--- src/rtl/touch_arbiter_pkg.sv ---
// Shared types for the touch arbiter: bout FSM states, winner encoding, score helper.
package touch_arbiter_pkg;

  typedef enum logic [2:0] {
    IDLE,
    ARMED,
    LOCKOUT,
    SCORE,
    DISPLAY,
    OVER
  } state_t;

  typedef enum logic [1:0] {
    WIN_NONE = 2'b00,
    WIN_P1   = 2'b01,
    WIN_P2   = 2'b10,
    WIN_DRAW = 2'b11
  } winner_t;

  localparam int unsigned FRAME_CNT_W = 8;

  function automatic logic [3:0] sat_inc(input logic [3:0] v, input logic [3:0] max);
    return (v >= max) ? max : v + 4'd1;
  endfunction

endpackage

--- src/rtl/touch_arbiter_frame_counter.sv ---
// Frame-tick counter shared by the lockout and hold windows; done fires on the tick
// that brings the count up to cmp_i, so the caller can change state on that same edge.
module frame_counter #(
  parameter int unsigned W = 8
) (
  input  logic         clk_i,
  input  logic         rst_i,
  input  logic         clear_i,
  input  logic         tick_i,
  input  logic [W-1:0] cmp_i,
  output logic         done_o
);

  logic [W-1:0] cnt_q, cnt_d;

  always_comb begin
    cnt_d = cnt_q;
    if (clear_i) begin
      cnt_d = '0;
    end else if (tick_i) begin
      cnt_d = cnt_q + W'(1);
    end
  end

  always_ff @(posedge clk_i) begin
    if (rst_i) begin
      cnt_q <= '0;
    end else begin
      cnt_q <= cnt_d;
    end
  end

  assign done_o = tick_i && !clear_i && (cnt_q == cmp_i - W'(1));

endmodule

--- src/rtl/touch_arbiter.sv ---
// Bout controller: lockout window, touch lights, scoring and winner.
// Optional right-of-way arbitration on double touches via TOUCH_ARBITER_ROW_EN.
//   IDLE    | waiting for start, detectors off
//   ARMED   | detectors on, waiting for first hit
//   LOCKOUT | counting frames while the opponent may still land a hit
//   SCORE   | one cycle: award points, pulse touch
//   DISPLAY | lights held for the hold period
//   OVER    | bout finished, scores frozen
module touch_arbiter
  import touch_arbiter_pkg::*;
#(
  parameter int unsigned LOCKOUT_FRAMES = 3,
  parameter int unsigned HOLD_FRAMES    = 60,
  parameter int unsigned WIN_SCORE      = 5
) (
  input  logic       clk_pixel_in,
  input  logic       rst_in,
  input  logic       start_in,
  input  logic       frame_tick_in,
  input  logic       p1_attacking_in,
  input  logic       p2_attacking_in,
  input  logic       p1_hit_in,
  input  logic       p2_hit_in,
  output logic       detect_en_out,
  output logic       p1_light_out,
  output logic       p2_light_out,
  output logic       touch_pulse_out,
  output logic [3:0] p1_score_out,
  output logic [3:0] p2_score_out,
  output logic       bout_over_out,
  output logic [1:0] winner_out
);

  localparam logic [FRAME_CNT_W-1:0] LOCK_CMP = FRAME_CNT_W'(LOCKOUT_FRAMES);
  localparam logic [FRAME_CNT_W-1:0] HOLD_CMP = FRAME_CNT_W'(HOLD_FRAMES);
  localparam logic [3:0]             WIN      = 4'(WIN_SCORE);

  state_t     state_q, state_d;
  logic       p1_hit_q, p2_hit_q;
  logic       p1_edge, p2_edge;
  logic       p1_light_q, p1_light_d, p2_light_q, p2_light_d;
  logic [3:0] p1_score_q, p1_score_d, p2_score_q, p2_score_d;
  logic       bout_over_q, bout_over_d;
  winner_t    winner_q, winner_d;
  logic       detect_en, touch_pulse;
  logic       p1_award, p2_award;
  logic       cnt_clear, cnt_done;
  logic [FRAME_CNT_W-1:0] cnt_cmp;

  assign p1_edge = p1_hit_in && !p1_hit_q;
  assign p2_edge = p2_hit_in && !p2_hit_q;

`ifdef TOUCH_ARBITER_ROW_EN
  logic    p1_att_q, p2_att_q, p1_att_edge, p2_att_edge;
  logic    row_set_q, row_set_d;
  winner_t row_prio_q, row_prio_d;

  assign p1_att_edge = p1_attacking_in && !p1_att_q;
  assign p2_att_edge = p2_attacking_in && !p2_att_q;

  // Only the first attack edge seen while armed decides priority; a tie leaves none.
  always_comb begin
    row_set_d  = row_set_q;
    row_prio_d = row_prio_q;
    if (state_d == ARMED && state_q != ARMED) begin
      row_set_d  = 1'b0;
      row_prio_d = WIN_NONE;
    end else if (state_q == ARMED && !row_set_q && (p1_att_edge || p2_att_edge)) begin
      row_set_d  = 1'b1;
      row_prio_d = (p1_att_edge && p2_att_edge) ? WIN_NONE :
                   (p1_att_edge ? WIN_P1 : WIN_P2);
    end
  end

  always_ff @(posedge clk_pixel_in) begin
    if (rst_in) begin
      p1_att_q   <= 1'b0;
      p2_att_q   <= 1'b0;
      row_set_q  <= 1'b0;
      row_prio_q <= WIN_NONE;
    end else begin
      p1_att_q   <= p1_attacking_in;
      p2_att_q   <= p2_attacking_in;
      row_set_q  <= row_set_d;
      row_prio_q <= row_prio_d;
    end
  end
`else
  logic unused_attacking;
  assign unused_attacking = p1_attacking_in | p2_attacking_in;
`endif

  always_comb begin
    state_d     = state_q;
    p1_light_d  = p1_light_q;
    p2_light_d  = p2_light_q;
    p1_score_d  = p1_score_q;
    p2_score_d  = p2_score_q;
    bout_over_d = bout_over_q;
    winner_d    = winner_q;
    detect_en   = 1'b0;
    touch_pulse = 1'b0;
    cnt_clear   = 1'b1;
    cnt_cmp     = LOCK_CMP;
    p1_award    = p1_light_q;
    p2_award    = p2_light_q;
`ifdef TOUCH_ARBITER_ROW_EN
    if (p1_light_q && p2_light_q) begin
      p1_award = (row_prio_q == WIN_P1);
      p2_award = (row_prio_q == WIN_P2);
    end
`endif

    case (state_q)
      IDLE, OVER: begin
        if (start_in) begin
          state_d     = ARMED;
          p1_score_d  = 4'd0;
          p2_score_d  = 4'd0;
          bout_over_d = 1'b0;
          winner_d    = WIN_NONE;
        end
      end
      ARMED: begin
        detect_en = 1'b1;
        if (p1_edge || p2_edge) begin
          state_d    = LOCKOUT;
          p1_light_d = p1_edge;
          p2_light_d = p2_edge;
        end
      end
      LOCKOUT: begin
        detect_en = 1'b1;
        cnt_clear = 1'b0;
        if (p1_edge) p1_light_d = 1'b1;
        if (p2_edge) p2_light_d = 1'b1;
        if (cnt_done) state_d = SCORE;
      end
      SCORE: begin
        touch_pulse = 1'b1;
        if (p1_award) p1_score_d = sat_inc(p1_score_q, WIN);
        if (p2_award) p2_score_d = sat_inc(p2_score_q, WIN);
        state_d = DISPLAY;
      end
      DISPLAY: begin
        cnt_clear = 1'b0;
        cnt_cmp   = HOLD_CMP;
        if (cnt_done) begin
          p1_light_d = 1'b0;
          p2_light_d = 1'b0;
          if (p1_score_q == WIN || p2_score_q == WIN) begin
            state_d     = OVER;
            bout_over_d = 1'b1;
            winner_d    = (p1_score_q == WIN && p2_score_q == WIN) ? WIN_DRAW :
                          ((p1_score_q == WIN) ? WIN_P1 : WIN_P2);
          end else begin
            state_d = ARMED;
          end
        end
      end
      default: state_d = IDLE;
    endcase
  end

  always_ff @(posedge clk_pixel_in) begin
    if (rst_in) begin
      state_q     <= IDLE;
      p1_hit_q    <= 1'b0;
      p2_hit_q    <= 1'b0;
      p1_light_q  <= 1'b0;
      p2_light_q  <= 1'b0;
      p1_score_q  <= 4'd0;
      p2_score_q  <= 4'd0;
      bout_over_q <= 1'b0;
      winner_q    <= WIN_NONE;
    end else begin
      state_q     <= state_d;
      p1_hit_q    <= p1_hit_in;
      p2_hit_q    <= p2_hit_in;
      p1_light_q  <= p1_light_d;
      p2_light_q  <= p2_light_d;
      p1_score_q  <= p1_score_d;
      p2_score_q  <= p2_score_d;
      bout_over_q <= bout_over_d;
      winner_q    <= winner_d;
    end
  end

  frame_counter #(.W(FRAME_CNT_W)) u_frame_counter (
    .clk_i   (clk_pixel_in),
    .rst_i   (rst_in),
    .clear_i (cnt_clear),
    .tick_i  (frame_tick_in),
    .cmp_i   (cnt_cmp),
    .done_o  (cnt_done)
  );

  assign detect_en_out   = detect_en;
  assign touch_pulse_out = touch_pulse;
  assign p1_light_out    = p1_light_q;
  assign p2_light_out    = p2_light_q;
  assign p1_score_out    = p1_score_q;
  assign p2_score_out    = p2_score_q;
  assign bout_over_out   = bout_over_q;
  assign winner_out      = winner_q;

endmodule

--- config.mk ---
export PLATFORM = sky130hd
export DESIGN_NAME = touch_arbiter
export DESIGN_NICKNAME = d
export VERILOG_FILES = /design/src/rtl/touch_arbiter_pkg.sv /design/src/rtl/touch_arbiter_frame_counter.sv /design/src/rtl/touch_arbiter.sv
export SDC_FILE = /design/constraint.sdc
export NUM_CORES = 1
export LEC_CHECK = 0
export ABC_CLOCK_PERIOD_IN_PS = 2260
export CAP_MARGIN = 40
export CORE_AREA = 2 2 58 60
export CTS_BUF_LIST = sky130_fd_sc_hd__clkbuf_8 sky130_fd_sc_hd__clkbuf_16
export CTS_CLUSTER_SIZE = 20
export DETAILED_ROUTE_END_ITERATION = 7
export DIE_AREA = 0 0 60 62
export GPL_ROUTABILITY_DRIVEN = 0
export HOLD_SLACK_MARGIN = 0.1
export PLACE_DENSITY = 0.78
export SETUP_SLACK_MARGIN = 0.3
export SYNTH_ARGS = -nofsm -noshare
export SYNTH_HDL_FRONTEND = slang
export SYNTH_SLANG_ARGS = --single-unit
--- constraint.sdc ---
create_clock -name clk_pixel_in -period 2.26 [get_ports clk_pixel_in]
set_input_delay 0.678 -clock clk_pixel_in [delete_from_list [all_inputs] [get_ports clk_pixel_in]]
set_output_delay 0.678 -clock clk_pixel_in [all_outputs]
set_load 0.01 [all_outputs]
==> results of run 1 <==
-- power by group through the flow --
stage	clock [mW]	sequential [mW]	combinational, mW
floorplan	0	0.496	0.153
global placement	0	0.504	0.201
detailed placement	0	0.505	0.206
CTS	0.303	0.495	0.204
global route	0.319	0.498	0.224
finish	0.295	0.495	0.204
-- flip-flops by register name, indices dropped and copies added (netlist names) --
| register | count |
|---|---|
| p1_score_out | 4 |
| p1_light_out | 1 |
| p1_hit_q | 1 |
| state_q | 3 |
| bout_over_out | 1 |
| u_frame_counter.cnt_q | 8 |
| winner_out | 2 |
| p2_hit_q | 1 |
| p2_light_out | 1 |
| p2_score_out | 4 |
-- routing by layer --
metal | vias to the layer above | track usage [%]
met3 | 7 | 2.48
met1 | 601 | 19.5
met2 | 14 | 32.3
li1 | 636 | -
met5 | - | 0
met4 | 0 | 9.84
-- cell families after synthesis --
logic type / Yosys count / synth area share [%]
compound gates: 45 / 22.5
xor+xnor: 9 / 5.23
fa+ha+maj: 7 / 5.81
buf+inv: 15 / 4.98
flops: 26 / 34.6
mux: 1 / 0.664
simple gates: 60 / 26.2
-- worst paths after layout --
kind              startpoint         endpoint  slack, ns  cells past startpoint
max reg2reg  p2_score_out[1]    bout_over_out       0.72                      6
min reg2reg  p2_score_out[3]  p2_score_out[3]       0.49                      2
max             p1_light_out     p1_light_out       0.34                      1
min          p2_score_out[3]  p2_score_out[3]       0.49                      2
-- metrics by stage --
step           total power [mW]  util, %  hold slack [ns]
2_1_floorplan             0.649        -            0.471
3_3_place_gp              0.704     56.0            0.475
3_5_place_dp              0.711     56.0            0.498
4_1_cts                    1.00     58.2            0.510
5_1_grt                    1.04     58.3            0.520
6_report                  0.994     58.3            0.491
-- area by class of cell --
class,count,area (µm²)
fill,278,1330
multi-input combinational,122,911
sequential,26,536
timing repair buffer,28,256
tap,46,57.6
clock buffer,4,55.1
inverter,10,37.5
-- cell usage in the layout, fill, tap and decap left out, types with 7 or more instances in the layout --
cell	netlist	final
nand2_1	12	12
dfxtp_2	0	9
clkdlybuf4s50_1	0	17
buf_4	1	8
a21oi_1	12	12
inv_1	10	10
dfxtp_1	26	16
nor2_1	13	13
ha_1	7	7
nand3_1	7	7
-- timing repair --
| action | 4_1_cts | 5_1_grt |
|---|---|---|
| setup buffers | 1 | 0 |
| setup endpoints to repair | 5 | 6 |
| resized for setup | 9 | 7 |
==> metrics.txt, run 1 <==
row count 21; switch share 27.2%; fmax 0.522 GHz; htree depth 1; DR DRC count 0; CTS root buffer clkbuf_8; Post-Route WL 2950 µm; fin. max-slew vios 0; Placement Setup Slack 0.169 ns; Setup crit start kind flop; layout cells sized above 1 20.5%; largest net degree at the start of global routing 15; Hold Buf Count CTS 0; worst slew pin tran 0.566 ns; Synth top area share 34.6%; Num CTS Buffers 3; status complete, no violations; effective utilization at floorplan 47.4%; CTS Sinks 26; Core ar. 3180 µm²; Area after DPL 1780 µm²; Pint 0.723 mW; vias per inst 5.33; Die X 60 µm; I/O pin total 23; first-pass GRT wire length 4890 µm; TNS Setup 0 ns; Max FO, Critical Path 3; IO buf count 20; metal2 WL 1570 µm; die area 3720 µm²; Sequential Power Share 49.8%; register area share after synthesis 34.6%; clk_lat worst skew 0.27 ns; vias in the first global route 1171; # diodes 0; DP Wirelength 2330 µm; Iteration-0 DRC Markers 50; Syn Nets 178; number of enable flip-flop cells after synthesis 0; Hold Crit Class flop to flop; hold violation count in the final report 0; global route total overflow 0; worst setup margin 0.344 ns; wire per inst 12.5 µm; Layout Skew 0.00617 ns; RSZ-0062 raised after global routing false; Largest stage delay, worst path 0.56 ns; Yosys reg bits 26; most common cell in the netlist dfxtp_1; synth warn 0; antenna-violating nets left 0; design area 1850 µm²; Setup Viol. Count Final 0; leakage 0.762 nW; kind of cell adding the most delay to the critical path buffers and inverters; CTS tree done; predominant post-synthesis flop cell dfxtp_1; synth unique cells 47; Gate power share 20.5%; Synth Instances 163; Cell Chain, Critical Path clkdlybuf4s50_1; initial antenna violation count 0; Clock Tree Buf Depth 2; uppermost routed layer met4; Net Switching 0.271 mW; first-pass iteration count of the detailed router 4; Rel. slew slack 62.0%; Clock Power Share 29.7%; Max Cap Viol 0; DR vias 1258; die height 62 µm; Post-Syn Area 1510 µm²; mean post-synth cell area 9.24 µm²; PD cells 536 nW/µm²; Tot GR Track Use 17.6%; Final Non-Filler Cells 236; Syn-to-layout area delta 23.0%; # nets final 206; clock-pin slew on the worst setup and hold paths 0.08 ns; Synth area leader dfxtp_1; period utilisation layout 84.8%; critical path data required time 1.58 ns; Max VDD drop 0.326 mV; kind of critical path flop to primary output; metal1 wirelength 1250 µm; CP bufs+invs 1; crit end category primary output; CP max-delay cell clkdlybuf4s50_1; synth top area cells dfxtp_1, ha_1, a21oi_1, xor2_1, nor2_1; Synth top cells by count dfxtp_1, nor2_1, a21oi_1, nand2_1, inv_1; met3 routed WL 51 µm; count of placed standard cells including taps 231; crit path time final 1.92 ns; Data arrival, critical path 1.24 ns; Synth async-reset ratio 0%
(Power assumes the default switching activity.)
==> inputs of run 2 (changes only) <==
- ABC_CLOCK_PERIOD_IN_PS: 2260 -> 1700
- CORE_AREA: 2 2 58 60 -> 2 2 60 62
- DIE_AREA: 0 0 60 62 -> 0 0 62 64
- PLACE_DENSITY: 0.78 -> 0.77
- clock period: 2.26 -> 1.7 ns (I/O delays scaled with it)
==> metrics.txt, run 2 (synthesis gave the netlist of run 1 again) <==
Cell Chain, Critical Path buf_6, nand2b_4, a21oi_2, buf_2 (was clkdlybuf4s50_1); Clock Tree Buf Depth 2 (unchanged); Hold Slack 0.503 ns (was 0.491 ns); total power 1.58 mW (was 0.994 mW); die height 64 µm (was 62 µm); die area 3970 µm² (was 3720 µm²); CTS tree done (unchanged); Final Non-Filler Cells 259 (was 236); vias in the first global route 1346 (was 1171); worst slew pin tran 0.343 ns (was 0.566 ns); first-pass iteration count of the detailed router 4 (unchanged); Layout Skew 0.00934 ns (was 0.00617 ns); fmax 0.632 GHz; Setup Viol. Count Final 0 (unchanged); IO buf count 20 (unchanged); DR vias 1376 (was 1258); post-layout util 66.4% (was 58.3%); largest net degree at the start of global routing 16 (was 15); # nets final 229 (was 206); critical path data required time 1.19 ns (was 1.58 ns); Num CTS Buffers 3 (unchanged); CP max-delay cell dfxtp_4 (was clkdlybuf4s50_1); row count 21 (unchanged); Data arrival, critical path 1.07 ns (was 1.24 ns); Top reg by flops u_frame_counter.cnt_q (unchanged); Iteration-0 DRC Markers 32 (was 50); I/O pin total 23 (unchanged); first-pass GRT wire length 5890 µm (was 4890 µm); leakage 0.931 nW (was 0.762 nW); layout cells sized above 1 49.3% (was 20.5%); status complete, no violations (unchanged); # diodes 0 (unchanged); global route total overflow 0 (unchanged); clk_lat worst skew 0.28 ns (was 0.27 ns); crit end category primary output (unchanged); vias per inst 5.31 (was 5.33); hold violation count in the final report 0 (unchanged); Largest stage delay, worst path 0.38 ns (was 0.56 ns); Max VDD drop 0.540 mV (was 0.326 mV); Core ar. 3280 µm² (was 3180 µm²); Setup crit start kind flop (unchanged); period utilisation layout 93.0%; fin. max-slew vios 0 (unchanged); kind of critical path flop to primary output (unchanged); Rel. slew slack 77.1% (was 62.0%); DR DRC count 0 (unchanged); Fill cells 266 (was 278); wire per inst 14.7 µm (was 12.5 µm); Syn-to-layout area delta 44.7% (was 23.0%); DP Wirelength 2550 µm (was 2330 µm); Post-Route WL 3810 µm (was 2950 µm); effective utilization at floorplan 45.9% (was 47.4%); commonest non-fill, non-tap cell in the layout buf_4 (was clkdlybuf4s50_1); initial antenna violation count 0 (unchanged); Die X 62 µm (was 60 µm); Area after DPL 1860 µm² (was 1780 µm²); PD cells 724 nW/µm² (was 536 nW/µm²); Hold Buf Count CTS 0 (unchanged); Tot GR Track Use 19.2% (was 17.6%); crit path time final 1.58 ns; CTS Sinks 26 (unchanged); commonest non-fill, non-tap cells in the layout buf_4, nor2_1, dfxtp_1, nand2_1, clkbuf_2 (was clkdlybuf4s50_1, dfxtp_1, nor2_1, nand2_1, a21oi_1); CTS root buffer clkbuf_8 (unchanged); max reg flops 8 (unchanged); antenna-violating nets left 0 (unchanged); Hold Crit Class flop to flop (unchanged); Max Cap Viol 0 (unchanged); Max FO, Critical Path 4 (was 3); RSZ-0062 raised after global routing true (was false); design area 2180 µm² (was 1850 µm²); count of placed standard cells including taps 241 (was 231); htree depth 1 (unchanged); clock-pin slew on the worst setup and hold paths 0.10 ns (was 0.08 ns)
-- run 2: cell count changes in the layout (fill, tap and decap cells not counted), moves of 4 or more --
| cell | previous run | this run |
|---|---|---|
| a21oi_2 | 0 | 4 |
| buf_4 | 8 | 28 |
| a21oi_1 | 12 | 8 |
| clkbuf_2 | 1 | 11 |
| clkdlybuf4s50_1 | 17 | 0 |
| dfxtp_4 | 1 | 7 |
-- run 2: final timing paths --
kind / from / endpoint / slack [ns] / cells after the start
hold reg to reg: p2_score_out[1] / p2_score_out[1] / 0.50 / 2
setup reg to reg: state_q[1] / bout_over_out / 0.30 / 6
setup / recovery: state_q[1] / detect_en_out / 0.12 / 4
hold / removal: p2_score_out[1] / p2_score_out[1] / 0.50 / 2
-- run 2: report_power, final --
group / internal, mW / leakage [nW] / switching, mW
clock: 0.316 / 0.0357 / 0.210
combinational: 0.201 / 0.676 / 0.203
sequential: 0.622 / 0.219 / 0.0261
total: 1.14 / 0.931 / 0.439
-- run 2: area by class of cell --
cell class | count | area (µm²) | share of cell area, %
clock inverter | 1 | 30.0 | 1.38
tap | 46 | 57.6 | 2.64
sequential | 26 | 554 | 25.4
multi-input combinational | 122 | 1080 | 49.8
timing repair buffer | 51 | 374 | 17.2
clock buffer | 3 | 41.3 | 1.89
inverter | 10 | 37.5 | 1.72
-- run 2: critical path: cells and delay by family (launching register included) --
family	cells	cell delay, ns
AO/OA/AOI/OAI	1	0.12
AND/OR/NAND/NOR	1	0.05
flip-flops	1	0.38
buffers and inverters	2	0.24
-- run 2: routing by layer --
layer  wire, µm  GRT usage, %
met1       1570          22.7
met2       2120          34.4
met3         98          4.25
met5          0             0
met4         17          3.72
-- run 2: repair_timing --
action	4_1_cts	5_1_grt
resized for setup	69	42
endpoints found under the setup margin	39	30
pin swaps	6	12
buffers inserted	5	9
-- run 2: per-stage QoR --
| stage | worst slack [ns] | TNS (ns) |
|---|---|---|
| after floorplan | 0.309 | 0 |
| after global placement | -0.163 | -1.64 |
| after detailed placement | -0.192 | -2.37 |
| after CTS | 0.0893 | 0 |
| after global routing | 0.0739 | 0 |
| final | 0.119 | 0 |
